### config.mk
export PLATFORM = sky130hd
export DESIGN_NAME = branch_predictor
export DESIGN_NICKNAME = d
export VERILOG_FILES = /design/src/rtl/branch_predictor_pkg.sv /design/src/rtl/branch_predictor_btb_entry_table.sv /design/src/rtl/branch_predictor.sv
export SDC_FILE = /design/constraint.sdc
export NUM_CORES = 1
export LEC_CHECK = 0
export ABC_CLOCK_PERIOD_IN_PS = 6200
export CAP_MARGIN = 20
export CORE_MARGIN = 8
export CORE_UTILIZATION = 50
export CTS_CLUSTER_SIZE = 25
export DETAILED_ROUTE_END_ITERATION = 6
export GPL_TIMING_DRIVEN = 0
export PLACE_DENSITY_LB_ADDON = 0.05
export SETUP_SLACK_MARGIN = 0.05
export SLEW_MARGIN = 20
export SYNTH_ARGS = -nofsm -noshare
export SYNTH_HDL_FRONTEND = slang
export SYNTH_HIERARCHICAL = 1
export SYNTH_SLANG_ARGS = --single-unit
### constraint.sdc
create_clock -name Clk -period 6.2 [get_ports Clk]
set_input_delay 1.86 -clock Clk [delete_from_list [all_inputs] [get_ports Clk]]
set_output_delay 1.86 -clock Clk [all_outputs]
set_load 0.02 [all_outputs]
### src/rtl/branch_predictor_pkg.sv
// Shared predictor definitions.
// Contents: the 2-bit counter encodings, the default PC width, and the
// saturating counter next-state function that trains the table.
package branch_predictor_pkg;

    localparam int PC_W_DEF = 16;

    // 2-bit counter encodings
    localparam logic [1:0] CTR_SNT = 2'b00;  // strongly not-taken
    localparam logic [1:0] CTR_WNT = 2'b01;  // weakly not-taken
    localparam logic [1:0] CTR_WT  = 2'b10;  // weakly taken
    localparam logic [1:0] CTR_ST  = 2'b11;  // strongly taken

    // Saturating up/down step of a 2-bit counter.
    function automatic logic [1:0] ctr_next(input logic [1:0] ctr, input logic taken);
        logic [1:0] nxt;
        case ({taken, ctr})
            {1'b1, CTR_SNT}: nxt = CTR_WNT;
            {1'b1, CTR_WNT}: nxt = CTR_WT;
            {1'b1, CTR_WT }: nxt = CTR_ST;
            {1'b1, CTR_ST }: nxt = CTR_ST;
            {1'b0, CTR_SNT}: nxt = CTR_SNT;
            {1'b0, CTR_WNT}: nxt = CTR_SNT;
            {1'b0, CTR_WT }: nxt = CTR_WNT;
            {1'b0, CTR_ST }: nxt = CTR_WT;
            default:         nxt = CTR_WNT;
        endcase
        return nxt;
    endfunction

endpackage

### src/rtl/branch_predictor_btb_entry_table.sv
// btb_entry_table: registered BTB storage (valid, tag, target, 2-bit counter).
// Ports:
//   Clk, Reset          - clock and synchronous active-high reset
//   rd_a_*              - read port A (fetch lookup), combinational
//   rd_b_*              - read port B (update-side lookup), combinational
//   wr_en, wr_*         - single write port, committed on the rising edge
// Reset clears valid/tag/target and sets every counter to weakly not-taken.
module btb_entry_table
    import branch_predictor_pkg::*;
#(
    parameter int IDX_W = 4,
    parameter int PC_W  = PC_W_DEF
) (
    input  logic                    Clk,
    input  logic                    Reset,
    input  logic [IDX_W-1:0]        rd_a_idx,
    output logic                    rd_a_valid,
    output logic [PC_W-IDX_W-1:0]   rd_a_tag,
    output logic [PC_W-1:0]         rd_a_target,
    output logic [1:0]              rd_a_ctr,
    input  logic [IDX_W-1:0]        rd_b_idx,
    output logic                    rd_b_valid,
    output logic [PC_W-IDX_W-1:0]   rd_b_tag,
    output logic [PC_W-1:0]         rd_b_target,
    output logic [1:0]              rd_b_ctr,
    input  logic                    wr_en,
    input  logic [IDX_W-1:0]        wr_idx,
    input  logic                    wr_valid,
    input  logic [PC_W-IDX_W-1:0]   wr_tag,
    input  logic [PC_W-1:0]         wr_target,
    input  logic [1:0]              wr_ctr
);

    localparam int DEPTH = 1 << IDX_W;
    localparam int TAG_W = PC_W - IDX_W;

    logic             valid_r  [DEPTH];
    logic [TAG_W-1:0] tag_r    [DEPTH];
    logic [PC_W-1:0]  target_r [DEPTH];
    logic [1:0]       ctr_r    [DEPTH];

    // Table storage: reset has priority over any write in the same cycle.
    always_ff @(posedge Clk) begin
        if (Reset) begin
            for (int i = 0; i < DEPTH; i++) begin
                valid_r[i]  <= 1'b0;
                tag_r[i]    <= {TAG_W{1'b0}};
                target_r[i] <= {PC_W{1'b0}};
                ctr_r[i]    <= CTR_WNT;
            end
        end else if (wr_en) begin
            valid_r[wr_idx]  <= wr_valid;
            tag_r[wr_idx]    <= wr_tag;
            target_r[wr_idx] <= wr_target;
            ctr_r[wr_idx]    <= wr_ctr;
        end
    end

    assign rd_a_valid  = valid_r[rd_a_idx];
    assign rd_a_tag    = tag_r[rd_a_idx];
    assign rd_a_target = target_r[rd_a_idx];
    assign rd_a_ctr    = ctr_r[rd_a_idx];

    assign rd_b_valid  = valid_r[rd_b_idx];
    assign rd_b_tag    = tag_r[rd_b_idx];
    assign rd_b_target = target_r[rd_b_idx];
    assign rd_b_ctr    = ctr_r[rd_b_idx];

endmodule

### src/rtl/branch_predictor.sv
// branch_predictor: IF-stage direction predictor + BTB with EX-stage training.
// Ports:
//   Clk, Reset                    - clock, synchronous active-high reset
//   PC_IF                         - fetch PC looked up combinationally
//   PredictTaken, NextPC          - prediction for the fetch PC
//   UpdateValid, UpdateJumpReg,
//   UpdatePC, ActualTaken,
//   ActualTarget, Mispredict      - resolved branch from EX
//   BranchCount, MissCount        - saturating statistics
// Lookups see pre-update state: a write lands one cycle after it is presented.
module branch_predictor
    import branch_predictor_pkg::*;
#(
    parameter int IDX_W = 4,
    parameter int PC_W  = PC_W_DEF,
    parameter int CNT_W = 16
) (
    input  logic              Clk,
    input  logic              Reset,
    input  logic [PC_W-1:0]   PC_IF,
    output logic              PredictTaken,
    output logic [PC_W-1:0]   NextPC,
    input  logic              UpdateValid,
    input  logic              UpdateJumpReg,
    input  logic [PC_W-1:0]   UpdatePC,
    input  logic              ActualTaken,
    input  logic [PC_W-1:0]   ActualTarget,
    input  logic              Mispredict,
    output logic [CNT_W-1:0]  BranchCount,
    output logic [CNT_W-1:0]  MissCount
);

    localparam int TAG_W = PC_W - IDX_W;

    logic [IDX_W-1:0] look_idx_s;
    logic [TAG_W-1:0] look_tag_s;
    logic             look_valid_s;
    logic [TAG_W-1:0] look_etag_s;
    logic [PC_W-1:0]  look_target_s;
    logic [1:0]       look_ctr_s;
    logic             look_hit_s;
    logic             predict_s;

    logic [IDX_W-1:0] upd_idx_s;
    logic [TAG_W-1:0] upd_tag_s;
    logic             upd_valid_s;
    logic [TAG_W-1:0] upd_etag_s;
    logic [PC_W-1:0]  upd_target_s;
    logic [1:0]       upd_ctr_s;
    logic             upd_hit_s;

    logic             wr_en_s;
    logic             wr_valid_s;
    logic [TAG_W-1:0] wr_tag_s;
    logic [PC_W-1:0]  wr_target_s;
    logic [1:0]       wr_ctr_s;

    logic [CNT_W-1:0] branch_count_r;
    logic [CNT_W-1:0] miss_count_r;

    assign look_idx_s = PC_IF[IDX_W-1:0];
    assign look_tag_s = PC_IF[PC_W-1:IDX_W];
    assign upd_idx_s  = UpdatePC[IDX_W-1:0];
    assign upd_tag_s  = UpdatePC[PC_W-1:IDX_W];

    btb_entry_table #(
        .IDX_W (IDX_W),
        .PC_W  (PC_W)
    ) u_table (
        .Clk         (Clk),
        .Reset       (Reset),
        .rd_a_idx    (look_idx_s),
        .rd_a_valid  (look_valid_s),
        .rd_a_tag    (look_etag_s),
        .rd_a_target (look_target_s),
        .rd_a_ctr    (look_ctr_s),
        .rd_b_idx    (upd_idx_s),
        .rd_b_valid  (upd_valid_s),
        .rd_b_tag    (upd_etag_s),
        .rd_b_target (upd_target_s),
        .rd_b_ctr    (upd_ctr_s),
        .wr_en       (wr_en_s),
        .wr_idx      (upd_idx_s),
        .wr_valid    (wr_valid_s),
        .wr_tag      (wr_tag_s),
        .wr_target   (wr_target_s),
        .wr_ctr      (wr_ctr_s)
    );

    // Fetch lookup: taken only on a tag hit with a taken-leaning counter.
    always_comb begin
        look_hit_s = look_valid_s && (look_etag_s == look_tag_s);
        predict_s  = look_hit_s && ((look_ctr_s == CTR_WT) || (look_ctr_s == CTR_ST));
        if (predict_s) begin
            NextPC = look_target_s;
        end else begin
            NextPC = PC_IF + {{(PC_W-1){1'b0}}, 1'b1};  // wraps modulo 2**PC_W
        end
    end

    assign PredictTaken = predict_s;

    // Training: hits step the counter, taken misses allocate at weakly taken.
    // Register jumps never touch the table since their target is data-dependent.
    always_comb begin
        upd_hit_s   = upd_valid_s && (upd_etag_s == upd_tag_s);
        wr_en_s     = 1'b0;
        wr_valid_s  = 1'b1;
        wr_tag_s    = upd_tag_s;
        wr_target_s = upd_target_s;
        wr_ctr_s    = upd_ctr_s;
        if (UpdateValid && !UpdateJumpReg) begin
            if (upd_hit_s) begin
                wr_en_s     = 1'b1;
                wr_ctr_s    = ctr_next(upd_ctr_s, ActualTaken);
                wr_target_s = ActualTaken ? ActualTarget : upd_target_s;
            end else if (ActualTaken) begin
                wr_en_s     = 1'b1;
                wr_target_s = ActualTarget;
                wr_ctr_s    = CTR_WT;
            end else begin
                wr_en_s     = 1'b0;  // not-taken miss leaves any aliased entry alone
            end
        end else begin
            wr_en_s = 1'b0;
        end
    end

    // Statistics counters, saturating at all-ones.
    always_ff @(posedge Clk) begin
        if (Reset) begin
            branch_count_r <= {CNT_W{1'b0}};
            miss_count_r   <= {CNT_W{1'b0}};
        end else if (UpdateValid) begin
            if (branch_count_r != {CNT_W{1'b1}}) begin
                branch_count_r <= branch_count_r + {{(CNT_W-1){1'b0}}, 1'b1};
            end
            if (Mispredict && (miss_count_r != {CNT_W{1'b1}})) begin
                miss_count_r <= miss_count_r + {{(CNT_W-1){1'b0}}, 1'b1};
            end
        end
    end

    assign BranchCount = branch_count_r;
    assign MissCount   = miss_count_r;

endmodule
=== Word level (Yosys, flattened, before mapping) ===
Memories as Yosys holds them, arrays and structs flattened.
Cells that the tools add are included.

* Flip-flop bits (word level): 32
* Memory bits (writable): 496
* Bits in read-only memories: 16
* Memories kept: 5

{| class="wikitable"
|+ Memories
! name !! words !! bits a word !! rd ports !! clocked after memory_dff !! write ports !! line !! RTL
|-
| u_table.target_r || 16 || 16 || 1 || 0 || 16 || branch_predictor_btb_entry_table.sv:39 || <nowiki>logic [PC_W-1:0] target_r [DEPTH];</nowiki>
|-
| u_table.tag_r || 16 || 12 || 2 || 0 || 16 || branch_predictor_btb_entry_table.sv:38 || <nowiki>logic [TAG_W-1:0] tag_r [DEPTH];</nowiki>
|-
| u_table.ctr_r || 16 || 2 || 2 || 0 || 16 || branch_predictor_btb_entry_table.sv:40 || <nowiki>logic [1:0] ctr_r [DEPTH];</nowiki>
|-
| (no name shown) || 8 || 2 || 1 || 0 || 0 || branch_predictor_pkg.sv:17 || <nowiki>case ({taken, ctr})</nowiki>
|-
| u_table.valid_r || 16 || 1 || 2 || 0 || 16 || branch_predictor_btb_entry_table.sv:37 || <nowiki>logic valid_r [DEPTH];</nowiki>
|}

* $add $sub $neg: 3
* Equal/unequal tests: 8
* Muxes and demuxes: 26
* Reductions and logical operators: 14

{| class="wikitable"
|+ Operators with widths
! kind !! number
|-
| $mux W16 || 4
|-
| $add A16 B1 Y16 const B || 3
|-
| $ne A16 B16 Y1 const B || 2
|-
| $eq A12 B12 Y1 || 2
|-
| $mux W4 || 4
|-
| $reduce_or A16 Y1 || 1
|-
| $mux W1 || 13
|-
| $mux W12 || 1
|-
| $reduce_or A12 Y1 || 1
|-
| $mux W2 || 4
|-
| $logic_and A1 B1 Y1 || 5
|-
| $eq A2 B2 Y1 const B || 2
|-
| $reduce_and A2 Y1 || 2
|-
| $reduce_and A3 Y1 || 1
|-
| $ne A2 B2 Y1 const B || 1
|-
| $reduce_or A2 Y1 || 1
|-
| $logic_not A1 Y1 || 1
|-
| $logic_or A1 B1 Y1 || 1
|-
| $ne A1 B1 Y1 const B || 1
|-
| $reduce_or A1 Y1 || 1
|}

=== Longest topological paths before layout ===
An unclocked memory read counts as a cell.

* Word-level depth: 11
* Gate-level depth with buffers: 15
* Mapped depth without buffers: 10

=== Hierarchy ===
The synthesis kept the hierarchy.

{| class="wikitable"
|+ By module, submodules not included
! module !! instances !! cells each !! area each (um^2) !! sequential area each (um^2)
|-
| btb_entry_table || 1 || 1637 || 25817.3 || 14894.3
|-
| branch_predictor || 1 || 318 || 2523.7 || 640.6
|}

=== Least setup slack after synthesis ===
Ideal clock, no wire load.

* Path type: input port to output port
* From: input PC_IF[0]
* To: output NextPC[11]
* Arrival: 4.395 ns
* Setup slack: -0.055 ns
* Cell stages on the path: 11
* Path buffers: 4
* Cell sequence: buf_2 -> buf_2 -> mux4_2 -> a22oi_1 -> nand2_1 -> xor2_1 -> nor4_1 -> nand4_1 -> buf_2 -> buf_2 -> a21oi_1

* Longest elaborated chain between the ends: 5
* Elaborated cells between the ends (all ways): 12
* Those cells by class: add/sub (1); eq/ne (3); mux (1); reduce/logical (3); memory (4)

{| class="wikitable"
|+ Ends and longest elaborated chain
! element !! line !! RTL
|-
| start: declaration || branch_predictor.sv:20 || <nowiki>input logic [PC_W-1:0] PC_IF,</nowiki>
|-
| $mem_v2 Z16 W12 || n/a ||
|-
| net look_etag_s[1] || branch_predictor.sv:38 || <nowiki>logic [TAG_W-1:0] look_etag_s;</nowiki>
|-
| $eq A12 B12 Y1 || branch_predictor.sv:92 || <nowiki>look_hit_s = look_valid_s && (look_etag_s == look_tag_s);</nowiki>
|-
| $logic_and A1 B1 Y1 || branch_predictor.sv:92 ||
|-
| $logic_and A1 B1 Y1 || branch_predictor.sv:93 || <nowiki>predict_s = look_hit_s && ((look_ctr_s == CTR_WT) || (look_ctr_s == CTR_ST));</nowiki>
|-
| $mux W16 || branch_predictor.sv:94 || <nowiki>if (predict_s) begin</nowiki>
|-
| end: declaration || branch_predictor.sv:22 || <nowiki>output logic [PC_W-1:0] NextPC,</nowiki>
|}

The timed path passes the listed nets, and every way through them passes these cells.

=== Worst setup path after layout ===
* From: input PC_IF[0]
* To: output NextPC[8]

Same word-level chain as after synthesis.

==> results.md <==
* Root buf cell: clkbuf_16
* Area after DPL at about 30000 um^2
* Vias in the first global route at 19500
* Antenna viol nets, final at 0
* Worst IR Drop VDD at 0.215 mV
* CP max stage delay at 550 ps
* Total CTS buffers at 57
* HP Start: MissCount[1]
* Kind of critical path: input pin to primary output
* WHS at 538 ps
* Final Hold Vio Count at 0
* Largest net degree at the start of global routing at 21
* Layout Skew at 28.0 ps
* Final setup vio count at 23
* Syn avg cell area at roughly 14 um^2
* FP Rows at 87
* Total number of vias at 19200
* Initial antenna violation count at 4
* GR Overflow Total at 0
* Core ar. at roughly 56000 um^2
* Seq pwr share at 47.7%
* Gr usage total at a little under a third
* Pint at 6440 uW
* Area grow syn2layout at 20.7%
* Run status: finished with violations
* Final WS setup at -236 ps
* Count of input and output buffers at 102
* Final Cycle Share at 104%
* Worst Hold Class: flop to flop
* Ys Warns at 6
* Final Util at around three fifths
* DRC viols at 0
* Top Ports at between 100 and 150
* Die Y at 254 um
* Post-route cell area at 34100 um^2
* Initial DRC Count at 2440
* CP max stage cell: mux4_2
* CTS tree: yes
* Crit end category: primary output
* Mapped Cells at 1948
* Vias per cell at about 6.4
* Commonest cells after routing, fill and taps aside: edfxtp_1 (496), and2_1 (481), mux4_2 (244)
* Layout cells sized above 1 at 29.3%
* Rel. slew slack at 24.1%
* Most frequent cell on the critical path: buf_12
* Worst Setup SP: PC_IF[0]
* Final nets at 2262
* Worst path bufs/invs at 7
* Leak at 0.0120 uW
* Max-Cap Viols at 0
* CTS Buffer Depth at 3
* Worst reg2reg setup slack at 1840 ps
* Reg2reg start: u_table/tag_r[3][9]
* Failing checks: setup timing
* Global-route wire length before repair at 140 mm
* Clock slew at reported path FFs at ~50 ps
* Pins Over Slew Limit at 0
* Routed Wire Length at 100 mm
* Placed wire-length estimate at 61.6 mm
* Initial core utilization at 50.4%
* Pwr dens at ~250 nW/um^2
* Die X at 254 um
* Clock Sink Count at roughly 530
* Least-Margin Pin Slew at 1140 ps
* Family with the most delay on the worst path: buffers and inverters
* Switch share at between 20 and 30%
* Worst EP required at 4340 ps
* DRT Pass-1 Iters at 6
* Post-synthesis instance area at 28200 um^2
* RSZ-0062 raised after global routing: yes
* Post-layout minimum cycle time at 6440 ps
* Overall Power at between 8000 and 9000 uW
* Clk pwr share at 38.9%
* Commonest non-fill, non-tap cell in the layout: edfxtp_1
* Routability Congestion at 0.901
* Clock insertion delay at the later pin of the skew report at between 600 and 700 ps
* H-tree Lvls at 2
* WP data arrival at 4580 ps
* CP cell instances: buf_12 > buf_12 > buf_12 > mux4_2 > a22oi_2 > nand2_2 > xor2_1 > nor4_1 > nand4_1 > buf_6 > buf_8 > buf_12 > a21oi_4 > buf_6
* WL/cell at 33.2 um
* Sw power at 2160 uW
* Gate power share at 13.4%
* Fmax at about 160 MHz
* Worst setup SP type: input pin
* Critical path fanouts, max at 8
* Die area at between 60000 and 70000 um^2
[worst paths after layout]
| kind | endpoint | cells after the start |
|---|---|---|
| setup / recovery | NextPC[8] | 14 |
| hold / removal | MissCount[1] | 2 |
| setup reg to reg | u_table/tag_r[7][11] | 10 |
| hold reg to reg | MissCount[1] | 2 |
[layer usage]
layer	GRT usage [%]	share of wire (%)	wire length, um
met1	39.5	36	36500
met2	49.6	47	47200
met3	8.54	11	11200
met4	14.0	5.2	5220
met5	0	0	0
[worst reg2reg max path, cell delays in order, from the launching register on]
cell	delay, ps
edfxtp_1	400
mux4_2	510
a22oi_1	270
nand2_1	140
xnor2_2	340
nand4_1	160
or4_4	560
a21oi_4	250
nand4bb_1	430
nor2_2	460
or2_4	470
[cell type report]
| cell class | count | area (um^2) |
|---|---|---|
| plain buffers | 173 | 1200 |
| fillers | 4344 | 22000 |
| flip-flops and latches | 528 | 15500 |
| inverters | 8 | 30.0 |
| diodes | 1 | 2.50 |
| clock inverters | 29 | 267 |
| multi-input cells | 1258 | 12500 |
| repair buffers | 179 | 2130 |
| clock buffers | 77 | 1520 |
| well taps | 756 | 946 |
[sequential cells by signal, indices dropped and copies added, names as in the netlist]
signal	count
MissCount	16
u_table/ctr_r	32
u_table/valid_r	16
u_table/target_r	256
u_table/tag_r	192
BranchCount	16
[power groups by stage]
stage	registers, uW	logic, uW	clock network, uW
after global placement	4160	956	0
after CTS	4090	1090	3390
after detailed placement	4170	963	0
final	4100	1150	3340
after global routing	4110	1190	3530
after floorplan	4150	585	0
[timing repair]
item / CTS / global route
setup buffers: 59 / 14
gates cloned: 17 / 2
pin swaps: 25 / 20
endpoints found under the setup margin: 1009 / 995
hold buffers: 0 / 0
gates resized for setup: 327 / 90
endpoints found under the hold margin: 0 / 0
[per-stage QoR]
stage | setup TNS [ps] | std cells | worst slack [ps]
2_1_floorplan | 0 | 1954 | 20.0
3_3_place_gp | -1994600 | 2812 | -3160
4_1_cts | -4470 | 2994 | -317
3_5_place_dp | -1865680 | 2813 | -2820
5_1_grt | -4590 | 3008 | -314
6_report | -3470 | 3009 | -236
No activity file was read; power rests on OpenSTA's default activity.
